## config.mk

```make
export PLATFORM = sky130hd
export DESIGN_NAME = vga_frame_scanner
export DESIGN_NICKNAME = d
export VERILOG_FILES = /design/src/rtl/vga_frame_scanner.sv
export SDC_FILE = /design/constraint.sdc
export NUM_CORES = 1
export LEC_CHECK = 0
export CORE_UTILIZATION = 41
export CTS_BUF_LIST = sky130_fd_sc_hd__clkbuf_4 sky130_fd_sc_hd__clkbuf_8
export CTS_CLUSTER_DIAMETER = 150
export DETAILED_ROUTE_END_ITERATION = 8
export PLACE_DENSITY_LB_ADDON = 0.1
export SLEW_MARGIN = 20
export SYNTH_ARGS = -nofsm -noshare
export SYNTH_HDL_FRONTEND = slang
export SYNTH_SLANG_ARGS = --single-unit
```

## constraint.sdc

```tcl
create_clock -name clk -period 6.2 [get_ports clk]
set_clock_uncertainty 0.1 [all_clocks]
set_input_delay 0.62 -clock clk [delete_from_list [all_inputs] [get_ports clk]]
set_output_delay 0.62 -clock clk [all_outputs]
set_load 0.01 [all_outputs]
```

## src/rtl/vga_frame_scanner.sv

```systemverilog
// Raster scanner for 640x480@60: reads the front frame buffer in raster order and drives RGB332 plus syncs.
// Also performs the front/back swap handshake at the start of vertical blanking.
module vga_frame_scanner #(
  parameter int unsigned H_ACTIVE = 640,
  parameter int unsigned H_FP     = 16,
  parameter int unsigned H_SYNC   = 96,
  parameter int unsigned H_BP     = 48,
  parameter int unsigned V_ACTIVE = 480,
  parameter int unsigned V_FP     = 10,
  parameter int unsigned V_SYNC   = 2,
  parameter int unsigned V_BP     = 33,
  parameter int unsigned CLK_DIV  = 2,
  parameter int unsigned RD_LAT   = 2,
  parameter int unsigned ADDR_W   = 19
) (
  input  logic              clk,
  input  logic              rst_n,
  output logic              rd_en,
  output logic [ADDR_W-1:0] rd_addr,
  input  logic [7:0]        rd_data,
  output logic              front_sel,
  input  logic              swap_req,
  output logic              swap_ack,
  output logic              frame_start,
  output logic [2:0]        vga_r,
  output logic [2:0]        vga_g,
  output logic [1:0]        vga_b,
  output logic              vga_hs,
  output logic              vga_vs
);

  localparam int unsigned H_TOTAL = H_ACTIVE + H_FP + H_SYNC + H_BP;
  localparam int unsigned V_TOTAL = V_ACTIVE + V_FP + V_SYNC + V_BP;
  localparam int unsigned H_W     = $clog2(H_TOTAL);
  localparam int unsigned V_W     = $clog2(V_TOTAL);
  localparam int unsigned DIV_W   = $clog2(CLK_DIV);

  logic [DIV_W-1:0]  r_div;
  logic [H_W-1:0]    r_h_cnt;
  logic [V_W-1:0]    r_v_cnt;
  logic [ADDR_W-1:0] r_rd_addr;
  logic              r_front_sel;
  logic              r_swap_ack;
  logic [RD_LAT-1:0] r_act_d;
  logic [RD_LAT-1:0] r_hs_d;
  logic [RD_LAT-1:0] r_vs_d;
  logic [7:0]        r_rgb;
  logic              r_hs;
  logic              r_vs;

  logic w_pix_ce;
  logic w_h_last;
  logic w_v_last;
  logic w_active;
  logic w_hs_raw;
  logic w_vs_raw;
  logic w_origin;
  logic w_swap;

  always_comb begin
    w_pix_ce = (r_div == DIV_W'(CLK_DIV - 1));
    w_h_last = (r_h_cnt == H_W'(H_TOTAL - 1));
    w_v_last = (r_v_cnt == V_W'(V_TOTAL - 1));
    w_active = (r_h_cnt < H_W'(H_ACTIVE)) && (r_v_cnt < V_W'(V_ACTIVE));
    w_hs_raw = !((r_h_cnt >= H_W'(H_ACTIVE + H_FP)) &&
                 (r_h_cnt <  H_W'(H_ACTIVE + H_FP + H_SYNC)));
    w_vs_raw = !((r_v_cnt >= V_W'(V_ACTIVE + V_FP)) &&
                 (r_v_cnt <  V_W'(V_ACTIVE + V_FP + V_SYNC)));
    w_origin = (r_h_cnt == '0) && (r_v_cnt == '0);
    w_swap   = w_pix_ce && (r_h_cnt == '0) && (r_v_cnt == V_W'(V_ACTIVE)) && swap_req;
  end

  always_ff @(posedge clk or negedge rst_n) begin
    if (!rst_n) begin
      r_div       <= '0;
      r_h_cnt     <= '0;
      r_v_cnt     <= '0;
      r_rd_addr   <= '0;
      r_front_sel <= 1'b0;
      r_swap_ack  <= 1'b0;
      r_act_d     <= '0;
      r_hs_d      <= '1;
      r_vs_d      <= '1;
      r_rgb       <= '0;
      r_hs        <= 1'b1;
      r_vs        <= 1'b1;
    end else begin
      r_div      <= w_pix_ce ? '0 : r_div + DIV_W'(1);
      r_swap_ack <= w_swap;
      if (w_swap)
        r_front_sel <= ~r_front_sel;
      if (w_pix_ce) begin
        if (w_h_last) begin
          r_h_cnt <= '0;
          r_v_cnt <= w_v_last ? '0 : r_v_cnt + V_W'(1);
        end else begin
          r_h_cnt <= r_h_cnt + H_W'(1);
        end
        // Rewind on the last tick of the frame so the origin tick reads address 0.
        if (w_h_last && w_v_last)
          r_rd_addr <= '0;
        else if (w_active)
          r_rd_addr <= r_rd_addr + ADDR_W'(1);
        r_act_d[0] <= w_active;
        r_hs_d[0]  <= w_hs_raw;
        r_vs_d[0]  <= w_vs_raw;
        for (int unsigned i = 1; i < RD_LAT; i++) begin
          r_act_d[i] <= r_act_d[i-1];
          r_hs_d[i]  <= r_hs_d[i-1];
          r_vs_d[i]  <= r_vs_d[i-1];
        end
        r_rgb <= r_act_d[RD_LAT-1] ? rd_data : '0;
        r_hs  <= r_hs_d[RD_LAT-1];
        r_vs  <= r_vs_d[RD_LAT-1];
      end
    end
  end

  assign rd_en       = w_pix_ce && w_active;
  assign rd_addr     = r_rd_addr;
  assign frame_start = w_pix_ce && w_origin;
  assign front_sel   = r_front_sel;
  assign swap_ack    = r_swap_ack;
  assign vga_r       = r_rgb[7:5];
  assign vga_g       = r_rgb[4:2];
  assign vga_b       = r_rgb[1:0];
  assign vga_hs      = r_hs;
  assign vga_vs      = r_vs;

endmodule

```

==> results of run 1 <==
stage by stage:
step,instances,total power (W)
3_5_place_dp,433,0.000414
3_3_place_gp,433,0.000414
4_1_cts,449,0.000771
5_1_grt,449,0.000789
6_report,449,0.000759
2_1_floorplan,301,0.000394
registers in the layout (all words and copies together), names as in the netlist:
name and count:
front_sel 1, r_act_d 2, r_div 1, r_h_cnt 10, r_hs_d 2, r_rgb 8, r_v_cnt 10, r_vs_d 2
rd_addr 19, swap_ack 1, vga_hs 1, vga_vs 1
path summary, 6_finish.rpt:
path | cells past startpoint | to | slack, ns
min in group clk | 1 | front_sel | 0.37
worst min register to register | 1 | front_sel | 0.37
worst max register to register | 5 | rd_addr[6] | 3.29
worst max-delay path | 4 | rd_en | 2.50
worst min-delay path | 2 | rd_addr[16] | 0.33
max in group asynchronous | 2 | r_v_cnt[2] | 5.20
per-layer routing:
metal / wire length (um) / global-route usage / part of all wire / vias to the layer above
li1: - / - / - / 1171
met1: 3080 / 0.250 / 0.51 / 1119
met2: 2680 / 0.284 / 0.44 / 35
met3: 152 / 0.0366 / 0.025 / 12
met4: 123 / 0.0864 / 0.020 / 0
met5: 0 / 0 / 0 / -
area by class of cell:
cell class	count	share of cell area
inverter	20	0.0208
sequential	58	0.405
clock inverter	5	0.0146
tap	96	0.0334
multi-input combinational	215	0.364
clock buffer	11	0.0420
timing repair buffer	44	0.120
critical path, stage by stage, from the launching register on:
cell             delay [ns]
dfrtp_1                0.95
nor2b_1                0.22
nand3_1                0.34
inv_1                  0.51
clkdlybuf4s50_1        0.63
placed cells by master, fill, tap and decap left out, types with 11 or more instances in the layout:
master	instances
clkdlybuf4s50_1	42
inv_1	20
nand3_1	31
nor2_1	19
o21ai_0	30
nand2_1	27
dfrtp_1	52
clkbuf_8	11
nand4_1	11
a21oi_1	15
power breakdown:
part	switching, W	total, W	internal (W)
registers	0.00000131	0.000383	0.000381
clock network	0.000148	0.000353	0.000205
logic	0.0000118	0.0000233	0.0000115
synth_stat cells, drive strengths merged:
| master | instances |
|---|---|
| a22oi | 1 |
| a32oi | 1 |
| and4 | 1 |
| dfrtp | 52 |
| nand2 | 28 |
| or4 | 2 |
| a21oi | 16 |
| o21a | 1 |
| ha | 5 |
| nor3 | 8 |
| and2 | 1 |
| a31oi | 2 |
| or3 | 5 |
| nand3 | 31 |
| xnor2 | 7 |
| o21ai | 35 |
| mux2i | 3 |
| or2 | 1 |
| a21o | 7 |
| clkbuf | 6 |
| and4b | 1 |
| o31ai | 2 |
| nor2 | 19 |
| and3 | 4 |
| nor4b | 1 |
| nor2b | 2 |
| nand4 | 11 |
| buf | 2 |
| nand3b | 3 |
| xor2 | 4 |
| inv | 20 |
| dfstp | 6 |
| nor4 | 6 |
| mux2 | 6 |
| a21bo | 1 |
cell families after synthesis:
family	share of synthesized area
compound gates	0.129
xor+xnor	0.0334
fa+ha+maj	0.0217
buf+inv	0.0403
flops	0.506
mux	0.0338
simple gates	0.236
==> results by group, run 1 <==
Global routing
  • First-pass GRT wire length: 10.7 mm
  • Gr ovfl total: 0
  • Global Route Usage Sum: 0.184
  • Initial antenna violation count: 0
  • Vias in the first global route: 2284
  • Pin count of the biggest net entering global routing: 59

Cells and area
  • Diode count: 0
  • Sequential cell area: 0.00146 mm^2
  • Area occupied by multi-input gates: 0.00131 mm^2
  • Area growth syn-to-layout: 24.8%
  • NumNets Final: 364
  • Share of layout cells above drive strength 1: 0.110
  • Fin util: 0.530
  • Post-route design area: 0.00360 mm^2
  • Fillers: 623

Timing
  • Fmax: 270 MHz
  • Hold Vio Cnt, Final: 0
  • WHS: 0.328 ns
  • Setup ws final: 2.50 ns
  • Final period utilization: 0.597
  • Final min period: 3.70 ns
  • Worst Max-Slew Pin Slew: 0.922 ns
  • Finish-stage setup viols: 0
  • Sum Neg Setup Slack: 0 ns
  • Slew HR: 0.380
  • Max Slew Vio Count: 0
  • RSZ-0062 raised after global routing: false

Clock network
  • Clock Root Buffer: clkbuf_8
  • Hold buffers post-CTS: 0
  • CTS tree: built
  • H-tree depth: 3
  • CTS buffer count: 9
  • CTS resizes: 0
  • Clock buffer depth: 2
  • # clock sinks: 58
  • Worst-path clk slew: 0.07 ns
  • Worst-skew pair later-pin latency: 0.34 ns
  • Post-CTS Setup Repair Bufs: 0

Synth
  • Leading area contributor after synthesis: dfrtp_1
  • Register area share after synthesis: 0.506
  • Synth Cell Area: 0.00289 mm^2
  • Count of cell types in the netlist: 42
  • Yosys reg bits: 58
  • Yosys Warn Count: 0
  • Top cells by area, synth: dfrtp_1, dfstp_2, nand3_1, o21ai_0, nand2_1
  • Syn nets: 317
  • Syn_area_per_cell: 9.59 um^2
  • Post-synthesis cell count: 301
  • Area fraction of the dominant cell type after synthesis: 0.451

Detailed routing
  • Final wirelength: 6.04 mm
  • Drt initial violations: 84
  • Routed wire per std cell: 13.4 um
  • Drc violations: 0
  • Post-DRT Antenna Nets: 0
  • DR vias: 2337
  • Vias per cell: 5.20
  • First drt pass iteration count: 4

Setup path
  • Critical path endpoint category: output port
  • Crit. Startpoint: r_div
  • Worst Path Max Fanout: 34
  • CP required: 5.48 ns
  • Setup Crit Path Kind: flop to output port
  • Crit path launch type: flop
  • Worst r2r src: r_div
  • CP arrival: 2.98 ns

Die
  • Core area: 0.00679 mm^2
  • Die Ht: 85.9 um
  • Initial core utilization: 0.425
  • Die X: 85.9 um
  • DIE AREA: 0.00738 mm^2
  • Top-Level Pins: 44
  • FP Rows: 30

Place
  • Place WS: 2.84 ns
  • Routability-driven placement congestion ratio: 0.773
  • Input/output buffers: 43
  • Dpl hpwl: 4.09 mm
  • Placed instance area: 0.00340 mm^2

Outcome
  • Status: complete, no violations

Job
  • Max-Cap Viols: 0

Power and ir drop
  • LEAKAGE: 1.50 nW
  • Power Dens Cells: 211 mW/mm^2
  • Worst VDD drop: 0.106 mV

Min path
  • Hold crit path type: input port to asynchronous set/reset pin
Power figures use the tool's default switching activity.
==> run 2: changes to the inputs <==
- clock period: 6.2 -> 3.4 ns (I/O delays scaled with it)
==> run 2 against run 1 <==
Effect of this change: combinational power grew 87%; worst setup slack got worse by 2.0 ns; non-clock buffer count up 6; hold slack improved by 0.036 ns; highest routed layer unchanged.
==> results by group, run 2 (synthesized netlist as in run 1, its figures left out) <==
Outcome
  • Status: complete, no violations

Setup path
  • R2r worst-path depth: 5
  • Worst Path Max Fanout: 6
  • Critical-path cell list: or4_1, nor2_1, nand4_1, nor4_1, clkdlybuf4s50_1
  • CP arrival: 2.45 ns
  • Slowest library cell on the worst path: clkdlybuf4s50_1
  • CP max stage delay: 0.60 ns
  • CP required: 2.96 ns
  • Setup Crit Path Kind: flop to output port
  • Crit path launch type: flop
  • Critical path endpoint category: output port

Detailed routing
  • Final wirelength: 6.32 mm
  • Drt initial violations: 121
  • Vias per cell: 5.21
  • First drt pass iteration count: 4
  • Post-DRT Antenna Nets: 0
  • Routed wire per std cell: 13.9 um
  • DR vias: 2371
  • Drc violations: 0

Clock network
  • Clock buffer depth: 2
  • CTS tree: built
  • Clock Root Buffer: clkbuf_8
  • H-tree depth: 3
  • Worst-path clk slew: 0.07 ns
  • CTS buffer count: 9
  • # clock sinks: 58
  • Worst-skew pair later-pin latency: 0.34 ns

Global routing
  • Initial antenna violation count: 0
  • Global Route Usage Sum: 0.189
  • Vias in the first global route: 2208
  • First-pass GRT wire length: 10.7 mm
  • Gr ovfl total: 0
  • Pin count of the biggest net entering global routing: 31

Cells and area
  • Sequential cell area: 0.00146 mm^2
  • Max FFs per register: 19
  • Commonest non-fill, non-tap cell in the layout: dfrtp_1
  • Area growth syn-to-layout: 26.5%
  • Area occupied by multi-input gates: 0.00131 mm^2
  • Post-route design area: 0.00365 mm^2
  • NumNets Final: 370
  • Fillers: 630
  • Highest-count cells in the layout ignoring fill and taps: dfrtp_1, clkdlybuf4s50_1, nand3_1, o21ai_0, nand2_1
  • Share of layout cells above drive strength 1: 0.123
  • Diode count: 0

Power and ir drop
  • LEAKAGE: 1.53 nW
  • Worst VDD drop: 0.196 mV
  • Power Dens Cells: 384 mW/mm^2

Die
  • Top-Level Pins: 44
  • DIE AREA: 0.00738 mm^2
  • Die X: 85.9 um
  • Core area: 0.00679 mm^2
  • Initial core utilization: 0.425
  • FP Rows: 30
  • Die Ht: 85.9 um

Timing
  • Finish-stage setup viols: 0
  • Final period utilization: 0.850
  • Sum Neg Setup Slack: 0 ns
  • Max Slew Vio Count: 0
  • Worst Max-Slew Pin Slew: 0.711 ns
  • Hold Vio Cnt, Final: 0
  • Slew HR: 0.522
  • Fmax: 346 MHz
  • RSZ-0062 raised after global routing: false
  • Final min period: 2.89 ns

Place
  • Input/output buffers: 43
  • Placed instance area: 0.00343 mm^2
  • Routability-driven placement congestion ratio: 0.871
  • Dpl hpwl: 4.30 mm

Min path
  • Hold crit path type: flop to flop
  • Hold depth: 1

Job
  • Max-Cap Viols: 0
-- run 2: per-layer routing --
layer / global-route usage / up-vias / share of wire
li1: - / 1177 / -
met1: 0.264 / 1142 / 0.50
met2: 0.280 / 40 / 0.45
met3: 0.0356 / 12 / 0.027
met4: 0.100 / 0 / 0.023
met5: 0 / - / 0
-- run 2: final timing paths --
check	end	slack, ns	startpoint
min in group asynchronous	rd_addr[14]	0.46	rst_n
worst min-delay path	front_sel	0.36	front_sel
worst max register to register	rd_addr[6]	0.75	r_v_cnt[4]
worst min register to register	front_sel	0.36	front_sel
max in group asynchronous	vga_hs	1.86	rst_n
worst max-delay path	frame_start	0.51	r_h_cnt[2]
-- run 2: metrics by stage --
step                      std cells  hold WS, ns  setup slack (ns)  power, W   util
after CTS                       455        0.369             0.489   0.00142  0.537
after global routing            455        0.404             0.422   0.00145  0.537
after global placement          438        0.319             0.826  0.000754  0.506
after detailed placement        438        0.322             0.773  0.000755  0.506
after floorplan                 301      -0.0556              1.27  0.000718      -
final                           455        0.364             0.511   0.00140  0.537
-- run 2: power by group --
group | internal, W | switching [W] | total [W]
Clock | 0.000374 | 0.000284 | 0.000658
Sequential | 0.000695 | 0.00000229 | 0.000697
Combinational | 0.0000218 | 0.0000217 | 0.0000435
-- run 2: repair_timing --
item                                    in CTS  in global routing
hold buffers                                 1                  0
gates resized for setup                      0                  0
endpoints found under the setup margin       0                  0
buffers inserted                             0                  0
hold endpoints to repair                    27                  0
-- run 2: area by class of cell --
| class | count | share of cell area |
|---|---|---|
| inverters | 20 | 0.0206 |
| repair buffers | 50 | 0.132 |
| multi-input cells | 215 | 0.359 |
| clock buffers | 11 | 0.0415 |
| flip-flops and latches | 58 | 0.400 |
| clock inverters | 5 | 0.0144 |
| well taps | 96 | 0.0329 |
-- run 2: critical path: cells and delay by family, from the launching register on --
kind | cells | cell delay [ns]
AND/OR/NAND/NOR | 4 | 1.06
buffers and inverters | 1 | 0.60
flip-flops | 1 | 0.45
==> run 3: changes to the inputs <==
- clock period: 3.4 -> 2.35 ns (I/O delays scaled with it)
==> run 3 against run 2 <==
Effect of this change: clock-buffer cell count fell by 2; hold slack hardly changed; via count increased by 2.8%; critical endpoint unchanged; flip-flop and latch count did not move; final cell count grew 4.6%; utilization increased by 3.2 points; die area is the same; sequential share of layout area decreased by 2.2 points; cell area increased by 5.9%; worst setup slack got worse by 0.41 ns.
==> results by group, run 3 (synthesized netlist as in run 1, its figures left out) <==
Outcome
  • Status: complete, no violations

Setup path
  • FF-to-FF End: rd_addr[16]
  • CP max stage delay: 0.52 ns
  • Setup Crit Path Kind: flop to output port
  • Slowest library cell on the worst path: or4_1
  • Worst r2r src: r_v_cnt[4]
  • CP required: 2.02 ns
  • Critical-path cell list: or4_1, nor2_1, nand4_1, nor4_2, buf_2
  • R2R Setup Slk: 0.13 ns
  • Crit path launch type: flop
  • Worst Path Max Fanout: 2
  • CP arrival: 1.91 ns
  • Critical path endpoint category: output port
  • R2r worst-path depth: 6

Power and ir drop
  • LEAKAGE: 1.67 nW
  • Power Dens Cells: 574 mW/mm^2
  • Tot Pwr: 0.00222 W
  • Worst VDD drop: 0.468 mV

Die
  • FP Rows: 30
  • Die Ht: 85.9 um
  • Top-Level Pins: 44
  • Core area: 0.00679 mm^2
  • Initial core utilization: 0.425
  • Die X: 85.9 um
  • DIE AREA: 0.00738 mm^2

Clock network
  • Worst-path clk slew: 0.08 ns
  • # clock sinks: 58
  • H-tree depth: 3
  • CTS tree: built
  • CTS buffer count: 9
  • Clock Root Buffer: clkbuf_8
  • Clock buffer depth: 2
  • Worst-skew pair later-pin latency: 0.34 ns

Cells and area
  • Max FFs per register: 19
  • Share of layout cells above drive strength 1: 0.179
  • Fillers: 630
  • NumNets Final: 391
  • Commonest non-fill, non-tap cell in the layout: dfrtp_1
  • Diode count: 0
  • Highest-count cells in the layout ignoring fill and taps: dfrtp_1, clkdlybuf4s50_1, nand3_1, o21ai_0, nand2_1
  • Area growth syn-to-layout: 33.9%

Detailed routing
  • First drt pass iteration count: 4
  • DR vias: 2438
  • Post-DRT Antenna Nets: 0
  • Routed wire per std cell: 13.5 um
  • Vias per cell: 5.12
  • Drc violations: 0
  • Final wirelength: 6.41 mm
  • Drt initial violations: 75

Place
  • Routability-driven placement congestion ratio: 0.815
  • Dpl hpwl: 4.35 mm
  • Input/output buffers: 43

Global routing
  • Gr ovfl total: 0
  • Vias in the first global route: 2302
  • Initial antenna violation count: 0
  • First-pass GRT wire length: 11.2 mm
  • Global Route Usage Sum: 0.195
  • Pin count of the biggest net entering global routing: 59

Timing
  • WHS: 0.364 ns
  • Hold Vio Cnt, Final: 0
  • Max Slew Vio Count: 0
  • Slew HR: 0.511
  • Finish-stage setup viols: 0
  • Worst Max-Slew Pin Slew: 0.733 ns
  • Final period utilization: 0.956
  • Final min period: 2.25 ns
  • RSZ-0062 raised after global routing: false
  • Fmax: 445 MHz

Min path
  • Worst Hold Launch: rd_data[3]
  • Hold depth: 3
  • Hold Path Sink: r_rgb[3]
  • Hold crit path type: input port to flop

Job
  • Max-Cap Viols: 0
## run 3: cell count changes in the layout (fill, tap and decap cells not counted), sizes merged
cell and change:
buf +22, bufinv +2, clkbuf -2, clkdlybuf4s50 -1
clkinv -2, inv +2
## run 3: area by class of cell
cell class,instances,area (um^2),share of cell area
flip-flops and latches,58,1460,0.378
multi-input cells,215,1320,0.341
repair buffers,71,646,0.167
clock buffers,9,124,0.0321
clock inverters,7,124,0.0321
well taps,96,120,0.0311
inverters,20,75.1,0.0194
## run 3: how the worst max path moves through the flow
stage,start,endpoint,slack (ns),cells past startpoint
final,r_h_cnt[4],frame_start,0.10,5
after global routing,r_h_cnt[4],frame_start,0.004,5
after CTS,r_h_cnt[2],frame_start,0.01,5
after detailed placement,r_h_cnt[2],frame_start,-0.02,5
after global placement,r_h_cnt[2],frame_start,-0.009,5
after floorplan,r_v_cnt[4],rd_addr[16],0.22,5
## run 3: critical path, delay by kind of cell (launching register included)
family,cells,cell delay (ns)
buffers and inverters,1,0.17
AND/OR/NAND/NOR,4,1.03
flip-flops,1,0.37
## run 3: per-stage QoR
stage               setup WS [ns]  area [um^2]   util  cells  setup TNS, ns
finish                      0.104         3860  0.569    476              0
global route              0.00356         3860  0.569    476              0
CTS                       0.00971         3840  0.565    473              0
detailed placement        -0.0232         3570  0.525    456        -0.0232
global placement         -0.00925         3570  0.525    456       -0.00925
floorplan                   0.216         2890      -    301              0
## run 3: routing by layer
metal  track usage  wire [um]  part of all wire
met3        0.0433        201             0.031
met1         0.273       3230              0.50
met2         0.287       2860              0.45
met5             0          0                 0
met4        0.0924        119             0.019
## run 3: what timing repair did
item                                   in CTS  in global routing
setup endpoints to repair                   2                  2
pin swaps                                   1                  4
endpoints found under the hold margin      52                  0
hold buffers                                1                  0
setup buffers                               0                  3
gates resized for setup                     6                  4
## run 3: power breakdown
part           switching (W)  internal (W)  leakage [nW]
clock network       0.000435      0.000713         0.120
logic              0.0000310     0.0000315         0.810
registers         0.00000326       0.00101         0.737
total               0.000469       0.00175          1.67
